--- src/rtl/latch_wr_arbiter_pkg.sv ---
// rtl/latch_wr_arbiter_pkg.sv - shared state encoding and parameter defaults for the latch write arbiter
package latch_wr_arbiter_pkg;

  localparam int DW_DEF     = 8;  // data width of each latch entry
  localparam int AW_DEF     = 2;  // entry address width (NENT = 2**AW)
  localparam int EN_CYC_DEF = 1;  // latch enable high time in cycles (1..15)

  typedef enum logic [1:0] {
    ST_IDLE   = 2'd0,
    ST_SETUP  = 2'd1,
    ST_ENABLE = 2'd2,
    ST_HOLD   = 2'd3
  } state_t;

endpackage

--- src/rtl/latch_wr_arbiter_rr_arb2.sv ---
// rtl/latch_wr_arbiter_rr_arb2.sv - two-way combinational round-robin selector
//
// Ports:
//   req    [1:0] in  : request per requester
//   last         in  : index of the requester granted most recently
//   winner [1:0] out : one-hot winner, zero when no request
module rr_arb2
  import latch_wr_arbiter_pkg::*;
(
  input  logic [1:0] req,
  input  logic       last,
  output logic [1:0] winner
);

  // A lone request wins outright; on contention the requester that was
  // not served last time goes first.
  always_comb begin
    winner = req;
    if (req == 2'b11) begin
      winner = last ? 2'b01 : 2'b10;
    end
  end

endmodule

--- src/rtl/latch_wr_arbiter.sv ---
// rtl/latch_wr_arbiter.sv - two-requester arbiter driving a bank of level-sensitive latches
//
// Ports:
//   clk, rst_n        : clock, asynchronous active-low reset
//   req    [1:0]      : write request per requester, held until its gnt bit
//   addr0/addr1 [AW]  : target entry of requester 0/1
//   data0/data1 [DW]  : write data of requester 0/1
//   gnt    [1:0]      : one-cycle grant pulse (SETUP)
//   done   [1:0]      : one-cycle write-complete pulse (HOLD)
//   lat_d  [DW]       : shared latch data bus
//   lat_en [NENT]     : per-entry latch enable, one-hot or zero
//   busy              : high whenever a write is in progress
module latch_wr_arbiter
  import latch_wr_arbiter_pkg::*;
#(
  parameter int DW     = DW_DEF,
  parameter int AW     = AW_DEF,
  parameter int EN_CYC = EN_CYC_DEF
) (
  input  logic                 clk,
  input  logic                 rst_n,
  input  logic [1:0]           req,
  input  logic [AW-1:0]        addr0,
  input  logic [AW-1:0]        addr1,
  input  logic [DW-1:0]        data0,
  input  logic [DW-1:0]        data1,
  output logic [1:0]           gnt,
  output logic [1:0]           done,
  output logic [DW-1:0]        lat_d,
  output logic [(2**AW)-1:0]   lat_en,
  output logic                 busy
);

  localparam logic [3:0] EN_LAST = 4'(EN_CYC - 1);

  state_t        state, state_nxt;
  logic [3:0]    cnt;
  logic          last;     // requester granted most recently
  logic          win;      // requester owning the current write
  logic [AW-1:0] wr_addr;
  logic [1:0]    win_oh;
  logic          take;

  rr_arb2 u_rr_arb2 (
    .req    (req),
    .last   (last),
    .winner (win_oh)
  );

  // Requests are only looked at in IDLE and HOLD; sampling in HOLD is what
  // lets a queued write start with no idle bubble.
  assign take = ((state == ST_IDLE) || (state == ST_HOLD)) && (req != 2'b00);

  always_ff @(posedge clk or negedge rst_n) begin
    if (!rst_n) begin
      state   <= ST_IDLE;
      cnt     <= 4'd0;
      last    <= 1'b1;          // so requester 0 wins the first contention
      win     <= 1'b0;
      wr_addr <= '0;
      lat_d   <= '0;
    end else begin
      state <= state_nxt;
      cnt   <= (state == ST_ENABLE) ? cnt + 4'd1 : 4'd0;
      // addr/data are captured only here, so lat_d is frozen from SETUP
      // through HOLD no matter what the requesters do meanwhile.
      if (take) begin
        win     <= win_oh[1];
        last    <= win_oh[1];
        wr_addr <= win_oh[1] ? addr1 : addr0;
        lat_d   <= win_oh[1] ? data1 : data0;
      end
    end
  end

  always_comb begin
    state_nxt = state;
    gnt       = 2'b00;
    done      = 2'b00;
    lat_en    = '0;
    busy      = (state != ST_IDLE);
    case (state)
      ST_IDLE: begin
        if (take) state_nxt = ST_SETUP;
      end
      ST_SETUP: begin
        gnt[win]  = 1'b1;
        state_nxt = ST_ENABLE;
      end
      ST_ENABLE: begin
        lat_en[wr_addr] = 1'b1;
        if (cnt == EN_LAST) state_nxt = ST_HOLD;
      end
      ST_HOLD: begin
        done[win] = 1'b1;
        state_nxt = take ? ST_SETUP : ST_IDLE;
      end
      default: state_nxt = ST_IDLE;
    endcase
  end

endmodule

--- config.mk ---
export PLATFORM = sky130hd
export DESIGN_NAME = latch_wr_arbiter
export DESIGN_NICKNAME = d
export VERILOG_FILES = /design/src/rtl/latch_wr_arbiter_pkg.sv /design/src/rtl/latch_wr_arbiter_rr_arb2.sv /design/src/rtl/latch_wr_arbiter.sv
export SDC_FILE = /design/constraint.sdc
export NUM_CORES = 1
export LEC_CHECK = 0
export CORE_MARGIN = 5
export CORE_UTILIZATION = 42
export CTS_CLUSTER_DIAMETER = 120
export DETAILED_ROUTE_END_ITERATION = 10
export PLACE_DENSITY = 0.76
export SYNTH_ARGS = -nofsm -noshare
export SYNTH_HDL_FRONTEND = slang
export SYNTH_HIERARCHICAL = 1
export SYNTH_SLANG_ARGS = --single-unit
--- constraint.sdc ---
create_clock -name clk -period 2 [get_ports clk]
set_input_delay 0.2 -clock clk [delete_from_list [all_inputs] [get_ports clk]]
set_output_delay 0.2 -clock clk [all_outputs]
set_load 0.01 [all_outputs]
**Yosys cells after proc, flatten, opt, wreduce, memory -nomap -nowiden**

Cells that the tools add are included.
Widths: inputs -> output; s select.

- Register bits: 18
- Input bits: 24
- Output and inout port bits: 17
- Logic and storage cells: 42

- Add/sub/neg operators: 1
- Order comparisons: 4
- Eq/ne operators: 6
- Mux-type cells: 16
- Reduce and logical (&&, ||, !) cells: 9

Operator list:

| operator | count |
|---|---|
| $mux 2 | 7 |
| $mux 4 | 2 |
| $mux 8 | 1 |
| $pmux 2 s4 | 1 |
| $eq 2x2->1 const B | 3 |
| $add 4x1->4 const B | 1 |
| $logic_not 4->1 | 1 |
| $reduce_bool 2->1 | 2 |
| $logic_and 1x1->1 | 3 |
| $lt 2x3->1 const B | 1 |
| $mux 1 | 3 |
| $demux 1 s2 | 1 |
| $eq 2x1->1 const B | 1 |
| $ge 2x1->1 const B | 1 |
| $logic_not 2->1 | 1 |
| $lt 1x2->1 const B | 1 |
| $ne 2x1->1 const B | 1 |
| $ne 2x2->1 const B | 1 |
| $reduce_and 2->1 | 1 |
| $demux 1 s1 | 1 |
| $ge 1x1->1 const B | 1 |
| $logic_or 1x1->1 | 1 |

**Longest topological paths before layout**

- Depth after elaboration: 5
- Gate-level depth with buffers: 6
- Depth with buffers taken out: 5

**Modules after synthesis**

Netlist, hierarchy kept.

Modules (own cells, without submodules):

| module | times used | cells each | area an instance (µm²) | sequential area each (µm²) |
|---|---|---|---|---|
| latch_wr_arbiter | 1 | 93 | 975.9 | 451.7 |
| rr_arb2 | 1 | 3 | 18.8 | 0.0 |

**Worst setup path after synthesis**

Ideal clock, no wire load.

- Path kind: register to register
- Start: register state[0]
- End: register state[1]
- Setup time: 0.128 ns
- Arrival time: 1.501 ns
- Data required time: 1.872 ns
- Slack: 0.372 ns
- Cell stages (with the launch flop): 6
- Path buffers: 0
- Clock period less this slack: 1.628 ns
- Cells stage by stage: dfrtp_1 > inv_1 > ha_1 > o21bai_2 > a22oi_2 > mux2_1

- Elaborated cells between the ends (all ways): 10
- Those cells by class: eq/ne (5); mux (1); reduce/logical (4)

RTL lines:

| element | line | RTL |
|---|---|---|
| start: declaration | latch_wr_arbiter.sv:36 | `state_t state, state_nxt;` |
| start signal: assignment | latch_wr_arbiter.sv:63 | `state <= state_nxt;` |
| $eq 2x2->1, or another cell as far along | latch_wr_arbiter.sv:82 | `case (state)` |
| $pmux 2 s4 * | latch_wr_arbiter.sv:82 |  |
| named net state_nxt[1] | latch_wr_arbiter.sv:36 |  |

Mark *: on every way through the listed nets, which the timed path passes. The rest lies on a longest branch.
A chain may end at the register's enable or synchronous reset.

**Worst setup path after layout**

- Start: register state[1]
- End: output port gnt[0]

- Longest elaborated chain between the ends: 2

RTL lines:

| element | line | RTL |
|---|---|---|
| $eq 2x1->1 | latch_wr_arbiter.sv:82 |  |
| $mux 2 | latch_wr_arbiter.sv:82 |  |
| end: declaration | latch_wr_arbiter.sv:27 | `output logic [1:0] gnt,` |

No other way between the ends.

==> reports/qor.txt <==
Fin crit share - 94.8%
Pins Over Slew Limit - 0
Total grt overflow - 0
Ant. Diodes - 0
Min cycle time layout - 1.90 ns
Non-filler cells, final - 166
Inst Count DP - 161
FP Rows - 17
Clk_lat worst skew - 0.29 ns
Max FO, Critical Path - 5
Hold slack - 0.231 ns
Final Hold Fails - 0
Initial antenna violation count - 0
Residual DRC - 0
Worst Slack Setup Final - 0.104 ns
Total CTS buffers - 3
PwrDens - 1340 mW/mm^2
Largest net degree at the start of global routing - 23
Cell family with most CP delay - buffers and inverters
Antenna viol nets, final - 0
Detail Route met2 WL - 1120 um
Data arrival time of the worst path - 1.70 ns
CP cell instances - inv_1, ha_1, nor2b_1, clkdlybuf4s50_1
Drt via density - 4.88
Via count - 810
Final wirelength - 2150 um
Crit Path Class - reg -> out
Maximum vdd drop - 0.785 mV
CTS tree - built
Worst path depth - 4
Reg2reg start - state[1]
Worst EP required - 1.80 ns
Synthesized area per cell - 10.5 sq um
Routed WL per cell - 13.0 um
Layout cells sized above 1 - 10.9%
CTS sink count - 18
Net Count, Synth - 125
Final setup vio count - 0
Worst Hold Class - in -> async
Reg-to-reg endpoint - win
Critical path startpoint - state[1]
H-tree depth - 1
MaxCap Viol Count - 0
Vias in the first global route - 886
Crit-path max cell delay - 0.54 ns
Fin area - 0.00148 sq mm
Core area - 0.00223 sq mm
Fillers - 190
Ports - 41
Wl on met1 - 834 um
Syn Inst Count - 94
GRT Total Usage - 13.9%
Synthesis-to-finish area growth - 50.1%
Startpoint types - register
Total die area - 0.00341 sq mm
Clk pin slew, worst setup/hold paths - 0.11 ns
Leak - 0.706 nW
Chip width - 58.4 um
Worst reg-to-reg setup slack - 0.24 ns
Met3 WL - 184 um
Status - finished clean
DIE HEIGHT - 58.4 um
Area after DPL - 0.00143 sq mm
Buffers on Ports - 40
Hpwl dp - 1720 um
1st-pass router iterations - 4
Worst path bufs/invs - 2
Synth warn - 6
Tot Pwr - 1.98 mW
RSZ-0062 raised after global routing - no
Initial DRC Count - 5
Setup WS pre-CTS - 0.0930 ns
Initial Utilization - 44.0%
Max clock buf depth - 2
Final TNS setup - 0 ns
R2R cell count - 5
CTS root buffer - clkbuf_4
Mapped cell area - 983 sq um
CP max-delay cell - clkdlybuf4s50_1
Crit. End Element - output pin
Clock Skews - 0.0125 ns
Finished Core Util - 66.1%
First-pass GRT wire length - 3690 um
Rel. slew slack - 84.5%
Gpl congestion - 0.708
Fmax - 527 MHz
Top layer in use - met4
Slew at the pin closest to its max-slew limit - 0.233 ns
Final #Nets - 170
==> final cells by class <==
cell class                      instances  area, sq um  area share (%)
Tap cell                               28         35.0            2.37
Clock buffer                            4         26.3            1.78
Timing Repair Buffer                   44          434            29.4
Sequential cell                        18          453            30.7
Multi-Input combinational cell         67          509            34.5
Inverter                                5         18.8            1.27
==> routing by layer <==
metal | GRT usage, % | vias to the layer above
met5 | 0 | -
met4 | 4.64 | 0
met3 | 5.48 | 2
met2 | 26.0 | 28
met1 | 13.9 | 375
li1 | - | 405
==> flip-flops by register name, indices dropped and copies added (netlist names) <==
register,flops
last,1
lat_d,8
cnt,4
state,2
win,1
wr_addr,2
==> where the power goes <==
group / switching [mW] / leakage, nW / internal, mW
clock: 0.106 / 0.0150 / 0.0773
sequential: 0.124 / 0.222 / 0.538
combinational: 0.524 / 0.469 / 0.615
total: 0.754 / 0.706 / 1.23
==> repair_timing <==
item | CTS | global route
buffers inserted | 0 | 1
resized for setup | 4 | 3
setup endpoints to repair | 4 | 3
hold buffers | 0 | 0
==> placed cells by master (no fill, tap or decap), types with 4 or more instances in the layout <==
cell type,n
o21ai_0,8
and2_1,5
mux2i_1,11
clkdlybuf4s50_1,37
nand2_1,14
ha_1,6
buf_4,4
inv_1,4
dfrtp_1,16
==> worst max-delay path by stage <==
stage | end | slack [ns]
after global placement | lat_en[0] | 0.19
after global routing | gnt[1] | 0.01
after floorplan | state[1] | 0.37
final | gnt[0] | 0.10
after detailed placement | lat_en[0] | 0.09
after CTS | lat_en[1] | 0.02
Note: power is estimated with default switching activity, not from simulation.
